File: config.mk
export PLATFORM = sky130hd
export DESIGN_NAME = crc_engine
export DESIGN_NICKNAME = d
export VERILOG_FILES = /design/src/rtl/crc_engine.sv
export SDC_FILE = /design/constraint.sdc
export NUM_CORES = 1
export LEC_CHECK = 0
export BUFFER_PORTS_ARGS = -buffer_cell sky130_fd_sc_hd__buf_2
export CAP_MARGIN = 0
export CORE_MARGIN = 2
export CORE_UTILIZATION = 28
export CTS_CLUSTER_DIAMETER = 200
export DETAILED_ROUTE_END_ITERATION = 7
export GPL_ROUTABILITY_DRIVEN = 0
export GPL_TIMING_DRIVEN = 0
export PLACE_DENSITY_LB_ADDON = 0.08
export REMOVE_ABC_BUFFERS = 1
export SKIP_LAST_GASP = 1
export SLEW_MARGIN = 15
export SYNTH_ARGS = -nofsm -noshare
export SYNTH_HDL_FRONTEND = slang
export SYNTH_SLANG_ARGS = --single-unit
File: constraint.sdc
create_clock -name clk -period 2.7 [get_ports clk]
set_input_delay 0.405 -clock clk [delete_from_list [all_inputs] [get_ports clk]]
set_output_delay 0.405 -clock clk [all_outputs]
set_load 0.01 [all_outputs]
File: src/rtl/crc_engine.sv
// ============================================================================
// Module   : crc_engine
// Purpose  : Serial MSB-first CRC engine with residue check and handshaked
//            CRC emission for the USB bit-level datapath.
// Revision : 1.0 - initial release
// ============================================================================
`default_nettype none

module crc_engine #(
    parameter int               WIDTH      = 16,
    parameter logic [WIDTH-1:0] POLY       = 16'h8005,
    parameter logic [WIDTH-1:0] INIT       = '1,
    parameter logic [WIDTH-1:0] RESIDUE    = 16'h800D,
    parameter bit               INVERT_OUT = 1'b1
) (
    input  logic             clk,
    input  logic             rst,
    input  logic             init,
    input  logic             bit_valid,
    input  logic             bit_in,
    input  logic             check_req,
    input  logic             emit_req,
    input  logic             emit_ready,
    output logic             emit_valid,
    output logic             emit_bit,
    output logic             emit_last,
    output logic             crc_done,
    output logic             crc_passed,
    output logic             crc_err,
    output logic [WIDTH-1:0] crc_value
);

    localparam int CW = $clog2(WIDTH);

    typedef enum logic [1:0] {
        IDLE   = 2'd0,
        ACCUM  = 2'd1,
        EMIT   = 2'd2,
        RESULT = 2'd3
    } state_t;

    state_t           r_state, w_state_nxt;
    logic [WIDTH-1:0] r_crc, w_crc_nxt;
    logic [WIDTH-1:0] r_shreg, w_shreg_nxt;
    logic [CW-1:0]    r_cnt, w_cnt_nxt;
    logic             r_done, w_done_nxt;
    logic             r_passed, w_passed_nxt;
    logic             r_err, w_err_nxt;

    logic             w_fb;
    logic [WIDTH-1:0] w_crc_step;
    logic [WIDTH-1:0] w_crc_acc;
    logic             w_accept;
    logic             w_proto_err;

    assign w_fb       = bit_in ^ r_crc[WIDTH-1];
    assign w_crc_step = {r_crc[WIDTH-2:0], 1'b0} ^ (w_fb ? POLY : '0);
    // Register value including a same-cycle bit; used by both verdict and emission load.
    assign w_crc_acc  = (r_state == ACCUM && bit_valid) ? w_crc_step : r_crc;
    assign w_accept   = (r_state == EMIT) && emit_ready;

    assign w_proto_err = (bit_valid && (r_state != ACCUM))
                       || ((check_req || emit_req) && (r_state != ACCUM))
                       || (check_req && emit_req);

    always_comb begin
        w_state_nxt  = r_state;
        w_crc_nxt    = r_crc;
        w_shreg_nxt  = r_shreg;
        w_cnt_nxt    = r_cnt;
        w_done_nxt   = r_done;
        w_passed_nxt = r_passed;
        w_err_nxt    = r_err | w_proto_err;

        if (init) begin
            w_state_nxt  = ACCUM;
            w_crc_nxt    = INIT;
            w_done_nxt   = 1'b0;
            w_passed_nxt = 1'b0;
            w_err_nxt    = 1'b0;
        end else begin
            case (r_state)
                ACCUM: begin
                    w_crc_nxt = w_crc_acc;
                    if (check_req) begin
                        w_state_nxt  = RESULT;
                        w_passed_nxt = (w_crc_acc == RESIDUE);
                        w_done_nxt   = 1'b1;
                    end else if (emit_req) begin
                        w_state_nxt = EMIT;
                        w_shreg_nxt = INVERT_OUT ? ~w_crc_acc : w_crc_acc;
                        w_cnt_nxt   = CW'(WIDTH - 1);
                    end
                end
                EMIT: begin
                    if (w_accept) begin
                        w_shreg_nxt = {r_shreg[WIDTH-2:0], 1'b0};
                        w_cnt_nxt   = r_cnt - 1'b1;
                        if (r_cnt == '0) begin
                            w_state_nxt  = RESULT;
                            w_done_nxt   = 1'b1;
                            w_passed_nxt = 1'b0;
                        end
                    end
                end
                default: begin
                end
            endcase
        end
    end

    always_ff @(posedge clk or posedge rst) begin
        if (rst) begin
            r_state  <= IDLE;
            r_crc    <= INIT;
            r_shreg  <= '0;
            r_cnt    <= '0;
            r_done   <= 1'b0;
            r_passed <= 1'b0;
            r_err    <= 1'b0;
        end else begin
            r_state  <= w_state_nxt;
            r_crc    <= w_crc_nxt;
            r_shreg  <= w_shreg_nxt;
            r_cnt    <= w_cnt_nxt;
            r_done   <= w_done_nxt;
            r_passed <= w_passed_nxt;
            r_err    <= w_err_nxt;
        end
    end

    assign emit_valid = (r_state == EMIT);
    assign emit_bit   = (r_state == EMIT) && r_shreg[WIDTH-1];
    assign emit_last  = (r_state == EMIT) && (r_cnt == '0);
    assign crc_done   = r_done;
    assign crc_passed = r_passed;
    assign crc_err    = r_err;
    assign crc_value  = r_crc;

endmodule

`default_nettype wire

* After elaboration in Yosys (flattened, before gate mapping)
Cells that the tools add are included.
** Operators by class
- Add/subtract/negate cells :: 1
- Equality and inequality tests :: 11
- Mux-type cells :: 29
- Bitwise operators :: 5
- Reductions and logical operators :: 17
** Operator list (number)
- $mux 16 :: 7
- $pmux 16 s2 :: 1
- $eq 16x16->1 const B :: 1
- $not 16->16 :: 1
- $xor 16x16->16 :: 1
- $mux 4 :: 3
- $mux 2 :: 5
- $mux 1 :: 9
- $pmux 4 s2 :: 1
- $reduce_and 4->1 :: 2
- $logic_and 1x1->1 :: 7
- $ne 3x2->1 const B :: 2
- $reduce_and 5->1 :: 1
- $logic_not 4->1 :: 1
- $ne 2x1->1 const B :: 2
- $ne 2x2->1 const B :: 2
- $ne 4x4->1 const B :: 1
- $pmux 1 s2 :: 2
- $pmux 2 s2 :: 1
- $reduce_bool 2->1 :: 2
- $sub 4x1->4 const B :: 1
- $logic_or 1x1->1 :: 3
- $ne 3x3->1 const B :: 1
- $reduce_bool 3->1 :: 1
- 5 further kinds :: 5
** Storage, ports and cells
- Flip-flop bits (word level) :: 41
- Input port bits :: 8
- Output and inout bits :: 22
- Logic and storage cells :: 70

* Logic depth before layout (Yosys ltp)
Gate-level depths: netlist (run 1).
- Depth after elaboration :: 8
- Depth in mapped cells :: 7
- Gate-level depth less buffers :: 7

* Worst setup path before layout (run 1)
Ideal clock, no wire load.
- Path kind :: reg-to-reg
- Start :: register r_cnt[0]
- End :: register r_passed (netlist: crc_passed)
- Library setup time :: 0.066 ns
- Arrival :: 1.519 ns
- Setup slack :: 1.115 ns
- Stages on the path, launching flop included :: 8
- Period minus slack after synthesis :: 1.585 ns
- Cells stage by stage :: dfrtp_1 inv_1 ha_1 nor3b_1 nor2b_1 a211oi_2 a2111oi_2 a22o_1
** Between the ends
- Word-level cells in the longest chain between the ends :: 3
** RTL lines
- from (decl) :: RTL line 45 : logic [CW-1:0] r_cnt, w_cnt_nxt;
- from (signal assigned) :: RTL line 125 : r_cnt <= w_cnt_nxt;
- $logic_not 4->1 :: RTL line 99 : if (r_cnt == '0) begin
- $ne 3x2->1 (no line)
- $reduce_and 4->1 (no line)
- to (signal assigned) :: RTL line 127 : r_passed <= w_passed_nxt;
- to (decl) :: RTL line 47 : logic r_passed, w_passed_nxt;
No other way between the ends.
A chain may end at the register's enable or synchronous reset.

* Worst setup path after layout (run 1)
- Start :: register r_state[1]
- End :: output emit_valid
** Between the ends
- Word-level cells in the longest chain between the ends :: 1
** RTL lines
- from (decl) :: RTL line 42 : state_t r_state, w_state_nxt;
- from (signal assigned) :: RTL line 122 : r_state <= w_state_nxt;
- $eq 2x2->1 :: RTL line 132 : assign emit_valid = (r_state == EMIT);
- to (decl) :: RTL line 24 : output logic emit_valid,
No other way between the ends.

==> flow_metrics.env, run 1 <==
export IMPL_antenna_found_initial=0
export IMPL_synth_cell_types=40
export IMPL_die_width_um=90.5
export IMPL_synth_top_area_share_pct=29.9
export IMPL_dp_hpwl_um=3340
export IMPL_dieHeight_um=90.5
export IMPL_setup_tns_ns=0
export IMPL_synth_area_um2=2100
export IMPL_ctsHoldBuffers=0
export IMPL_final_nets=254
export IMPL_viasPerCell=4.60
export IMPL_placed_area_um2=2350
export IMPL_start_util_pct=28.9
export IMPL_ys_seq_area_share_pct=49.9
export IMPL_synthAdderAreaFrac_pct=0.597
export IMPL_power_leakage_nw=1.00
export IMPL_wl_um=4930
export IMPL_finalInstanceArea_um2=2440
export IMPL_powerDensity_nw_per_um2=591
export IMPL_cts_sinks=41
export IMPL_rrSetupSlack_ns=0.82
export IMPL_grt_max_degree=36
export IMPL_setup_viol=0
export IMPL_wl_per_cell_um=14.3
export IMPL_clk_latency_ns=0.30
export IMPL_cts_buffers=5
export IMPL_cts_clk_slew_worst_paths_ns=0.08
export IMPL_cts_buffer_depth=2
export IMPL_min_period_ns=2.41
export IMPL_areaGrowthSynthToFinish_pct=16.2
export IMPL_crit_path_start_kind="flop"
export IMPL_utilization_pct=33.6
export IMPL_synth_simple_area_share_pct=23.3
export IMPL_grt_pass1_vias=1628
export IMPL_die_area_um2=8190
export IMPL_top_level_ports=30
export IMPL_synth_top_area_cell="dfrtp_1"
export IMPL_synth_area_leaders="dfrtp_1 (30%), dfstp_2 (20%), mux2i_1 (6.2%)"
export IMPL_power_switching_mw=0.408
export IMPL_ff2ff_path_depth=7
export IMPL_rows=31
export IMPL_synth_seq_cells=41
export IMPL_clock_skew_ns=0.00847
export IMPL_final_common_cell="nand2_1"
export IMPL_drive_above_1_share_pct=25.6
export IMPL_power_total_mw=1.44
export IMPL_cts_setup_buffers=0
export IMPL_synth_avg_cell_area_um2=9.57
export IMPL_grt_overflow_total=0
export IMPL_arrival_ns=2.01
export IMPL_pre_cts_slack_ns=0.514
export IMPL_layout_setup_ws_ns=0.287
export IMPL_critPathKind="flop to output pin"
export IMPL_vias=1587
export IMPL_grt_use_total_pct=12.9
export IMPL_synth_compound_area_share_pct=12.4
export IMPL_cts_htree_levels=2
export IMPL_rr_endpoint="crc_passed"
export IMPL_period_share_pct=89.4
export IMPL_worstPathRequired_ns=2.30
export IMPL_status="completed"
export IMPL_rsz0062_at_grt="no"
export IMPL_antenna_left=0
export IMPL_core_area_um2=7250
export IMPL_worst_slew_pin_slew_ns=0.699
export IMPL_dpl_cell_count=337
export IMPL_cts_tree="built"
export IMPL_final_hold_violation_count=0
export IMPL_critPathMaxFanout=18
export IMPL_timing_hold_ws_ns=0.0228
export IMPL_p_comb_share_pct=16.7
export IMPL_intPower_mw=1.03
export IMPL_ys_warnings_count=0
export IMPL_netSwitchingFraction_pct=28.3
export IMPL_clock_fmax_mhz=414
export IMPL_muxShareOfSynthArea_pct=6.21
export IMPL_crit_path_end_kind="output pin"
export IMPL_synth_xor_area_share_pct=2.03
export IMPL_dr_pass1_iters=4
export IMPL_drc=0
export IMPL_synth_cells=219
export IMPL_drt_iter0_drc=50
export IMPL_layout_common_cells="nand2_1 (30), buf_2 (29), nor2_1 (27)"
export IMPL_clock_power_share_pct=29.3
export IMPL_antenna_cells=0
export IMPL_grt_pass1_wl_um=8340
export IMPL_io_buffers=29
export IMPL_worstReg2RegStart="r_cnt[0]"
export IMPL_finalNonFillerCells=345
export IMPL_clockRootBuffer="clkbuf_8"
export IMPL_slew_viol_final=0
export IMPL_slew_headroom_pct=53.3
export IMPL_cap_violations=0
export IMPL_worstHoldPathType="primary input to asynchronous set/reset pin"
export IMPL_cts_resized=0
export IMPL_vdd_drop_max_uv=217
export IMPL_p_seq_share_pct=54.0
export IMPL_synth_top_family_by_area="simple AND/OR/NAND/NOR gates"
## registers in the layout, summed over array words and instances, names as in the netlist
signal	count
r_cnt	4
r_state	2
r_shreg	16
crc_done	1
crc_err	1
crc_passed	1
crc_value	16
## worst max-delay path: stages, from the launching register on
cell	delay, ns
dfrtp_1	0.53
nand2_1	0.50
inv_2	0.47
buf_2	0.21
## metal layers
layer / global-route usage (%) / vias up / wire (um)
met5: 0 / - / 0
met4: 4.23 / 0 / 57
met3: 2.75 / 5 / 137
met2: 20.8 / 23 / 2240
met1: 17.2 / 755 / 2500
li1: - / 804 / -
## cell families (layout without fill, tap and decap cells)
| family | count (synthesis) | in the layout |
|---|---|---|
| fa+ha+maj | 1 | 1 |
| xor+xnor | 4 | 4 |
| compound gates | 40 | 40 |
| buf+inv | 22 | 49 |
| mux | 13 | 13 |
| simple gates | 98 | 98 |
| flops | 41 | 41 |
## worst max path at each step
stage / start / slack (ns) / endpoint
after floorplan: r_state[0] / 0.16 / r_cnt[3]
after global placement: init / -0.65 / r_cnt[3]
after detailed placement: r_state[0] / 0.51 / emit_valid
after CTS: r_state[0] / 0.19 / emit_valid
after global routing: r_state[1] / 0.06 / emit_valid
final: r_state[1] / 0.29 / emit_valid
## layout make-up
class | instances | area [um2]
fillers | 794 | 4820
inverters | 10 | 37.5
repair buffers | 31 | 193
clock buffers | 8 | 90.1
well taps | 99 | 124
flip-flops and latches | 41 | 1050
multi-input cells | 156 | 946
## power by group through the flow
stage | Sequential (mW) | Combinational [mW] | Clock (mW)
final | 0.777 | 0.240 | 0.422
after global routing | 0.791 | 0.283 | 0.465
after CTS | 0.779 | 0.247 | 0.445
after detailed placement | 0.790 | 0.246 | 0
after global placement | 0.788 | 0.236 | 0
after floorplan | 0.776 | 0.175 | 0
## Yosys cell counts
| library cell | number |
|---|---|
| a211oi_1 | 1 |
| nor3_1 | 6 |
| nand3_1 | 6 |
| nand3b_4 | 1 |
| xnor2_2 | 1 |
| ha_1 | 1 |
| nand2_1 | 30 |
| nor4_1 | 1 |
| nor2b_1 | 1 |
| buf_4 | 1 |
| a211oi_2 | 1 |
| a21oi_1 | 9 |
| buf_2 | 5 |
| a31oi_1 | 16 |
| inv_1 | 8 |
| inv_2 | 2 |
| a22o_1 | 1 |
| o21ai_1 | 2 |
| o21ai_0 | 3 |
| a2111oi_2 | 1 |
| dfrtp_1 | 25 |
| nand4_1 | 1 |
| dfstp_2 | 16 |
| nor2_1 | 27 |
| o2bb2ai_1 | 1 |
| nand4bb_1 | 1 |
| and3_1 | 3 |
| and3b_1 | 1 |
| xnor2_1 | 3 |
| nand3b_1 | 1 |
| nand2b_1 | 15 |
| o21a_1 | 2 |
| nor2_4 | 1 |
| mux2i_1 | 13 |
| a21o_1 | 1 |
| o21bai_1 | 2 |
| buf_6 | 3 |
| nor3_2 | 1 |
| nor3b_1 | 2 |
| clkbuf_1 | 3 |
Note: power is estimated with default switching activity, not from simulation.
==> run 2: changes to the inputs <==
--- a/config.mk
+++ b/config.mk
@@ -8,7 +8,7 @@
 export BUFFER_PORTS_ARGS = -buffer_cell sky130_fd_sc_hd__buf_2
 export CAP_MARGIN = 0
 export CORE_MARGIN = 2
-export CORE_UTILIZATION = 28
+export CORE_UTILIZATION = 45
 export CTS_CLUSTER_DIAMETER = 200
 export DETAILED_ROUTE_END_ITERATION = 7
 export GPL_ROUTABILITY_DRIVEN = 0
==> flow_metrics.env, run 2 (synthesized netlist as in run 1, its figures left out) <==
export IMPL_arrival_ns=2.00
export IMPL_status="completed"
export IMPL_cts_buffers=5
export IMPL_crit_path_start_kind="flop"
export IMPL_worstSetupStartpoint="r_state[0]"
export IMPL_num_fill_cells=404
export IMPL_core_area_um2=4410
export IMPL_setup_tns_ns=0
export IMPL_antenna_found_initial=0
export IMPL_wl_um=4270
export IMPL_cts_htree_levels=2
export IMPL_antenna_cells=0
export IMPL_slew_headroom_pct=54.9
export IMPL_crit_path_end_kind="output pin"
export IMPL_placed_area_um2=2290
export IMPL_die_area_um2=5220
export IMPL_io_buffers=29
export IMPL_final_nets=254
export IMPL_cp_endpoint="emit_valid"
export IMPL_cts_buffer_depth=2
export IMPL_layout_common_cells="nand2_1 (30), buf_2 (29), nor2_1 (27)"
export IMPL_cap_violations=0
export IMPL_drive_above_1_share_pct=26.0
export IMPL_grt_pass1_vias=1487
export IMPL_period_share_pct=89.0
export IMPL_rrSetupSlack_ns=0.82
export IMPL_ff2ff_path_depth=5
export IMPL_rr_endpoint="r_shreg[12]"
export IMPL_rsz0062_at_grt="no"
export IMPL_worstHoldPathType="primary input to asynchronous set/reset pin"
export IMPL_cts_clk_slew_worst_paths_ns=0.08
export IMPL_dieHeight_um=72.2
export IMPL_critPathKind="flop to output pin"
export IMPL_worstPathRequired_ns=2.30
export IMPL_final_hold_violation_count=0
export IMPL_areaGrowthSynthToFinish_pct=14.7
export IMPL_dp_hpwl_um=2930
export IMPL_timing_hold_ws_ns=0.0977
export IMPL_rows=24
export IMPL_min_period_ns=2.40
export IMPL_die_width_um=72.2
export IMPL_cts_tree="built"
export IMPL_cts_resized=0
export IMPL_grt_pass1_wl_um=7250
export IMPL_finalInstanceArea_um2=2400
export IMPL_clk_latency_ns=0.29
export IMPL_slew_viol_final=0
export IMPL_power_leakage_nw=1.01
export IMPL_grt_use_total_pct=18.1
export IMPL_worstReg2RegStart="r_state[0]"
export IMPL_viasPerCell=5.34
export IMPL_cts_setup_buffers=0
export IMPL_start_util_pct=47.5
export IMPL_clock_fmax_mhz=416
export IMPL_worst_slew_pin_slew_ns=0.675
export IMPL_vias=1591
export IMPL_ctsHoldBuffers=0
export IMPL_critPathMaxFanout=18
export IMPL_setup_viol=0
export IMPL_grt_max_degree=33
export IMPL_powerDensity_nw_per_um2=634
export IMPL_top_level_ports=30
export IMPL_antenna_left=0
export IMPL_wl_per_cell_um=14.3
export IMPL_clockRootBuffer="clkbuf_8"
export IMPL_grt_overflow_total=0
export IMPL_drt_iter0_drc=103
export IMPL_cts_sinks=41
export IMPL_drc=0
export IMPL_vdd_drop_max_uv=424
export IMPL_final_common_cell="nand2_1"
export IMPL_clock_skew_ns=0.0102
export IMPL_dr_pass1_iters=4
export IMPL_utilization_pct=54.5
==> run 2: worst min-delay path by stage <==
| stage | to | slack, ns | cells past startpoint |
|---|---|---|---|
| floorplan | r_shreg[11] | 0.45 | 1 |
| global placement | r_shreg[11] | 0.47 | 1 |
| detailed placement | r_cnt[3] | 0.43 | 2 |
| CTS | r_cnt[2] | 0.10 | 2 |
| global route | r_cnt[3] | 0.12 | 2 |
| finish | r_cnt[3] | 0.1 | 2 |
==> run 2: final cells by class <==
cell class | instances | area [um2] | share of cell area (%)
Inverter | 10 | 37.5 | 1.56
Clock inverter | 1 | 30.0 | 1.25
Sequential cell | 41 | 1050 | 43.5
Tap cell | 52 | 65.1 | 2.71
Clock buffer | 7 | 86.3 | 3.59
Timing Repair Buffer | 31 | 193 | 8.02
Multi-Input combinational cell | 156 | 946 | 39.4
==> run 2: per-stage QoR <==
step           setup WS, ns  power (mW)  std cells
6_report              0.298        1.52        298
5_1_grt              0.0889        1.62        298
4_1_cts               0.246        1.55        298
3_5_place_dp          0.563        1.03        290
3_3_place_gp         -0.521        1.02        288
2_1_floorplan         0.156       0.952        207
==> run 2: routing by layer <==
layer	GRT usage, %	share of wire (%)	wire length [um]	vias up
met4	5.45	1.2	53	0
met2	29.9	48	2050	21
li1	-	-	-	796
met3	4.58	3.3	141	6
met5	0	0	0	-
met1	23.5	47	2030	768
==> run 2: worst max-delay path, cell delays in order, from the launching register on <==
cell	delay (ns)
dfrtp_1	0.55
inv_2	0.10
nand2_1	0.52
inv_2	0.30
buf_2	0.23
==> run 2: power by group <==
| part | internal [mW] | total (mW) | switching, mW |
|---|---|---|---|
| sequential | 0.714 | 0.777 | 0.0626 |
| combinational | 0.108 | 0.239 | 0.130 |
| clock | 0.302 | 0.509 | 0.207 |
| total | 1.12 | 1.52 | 0.400 |
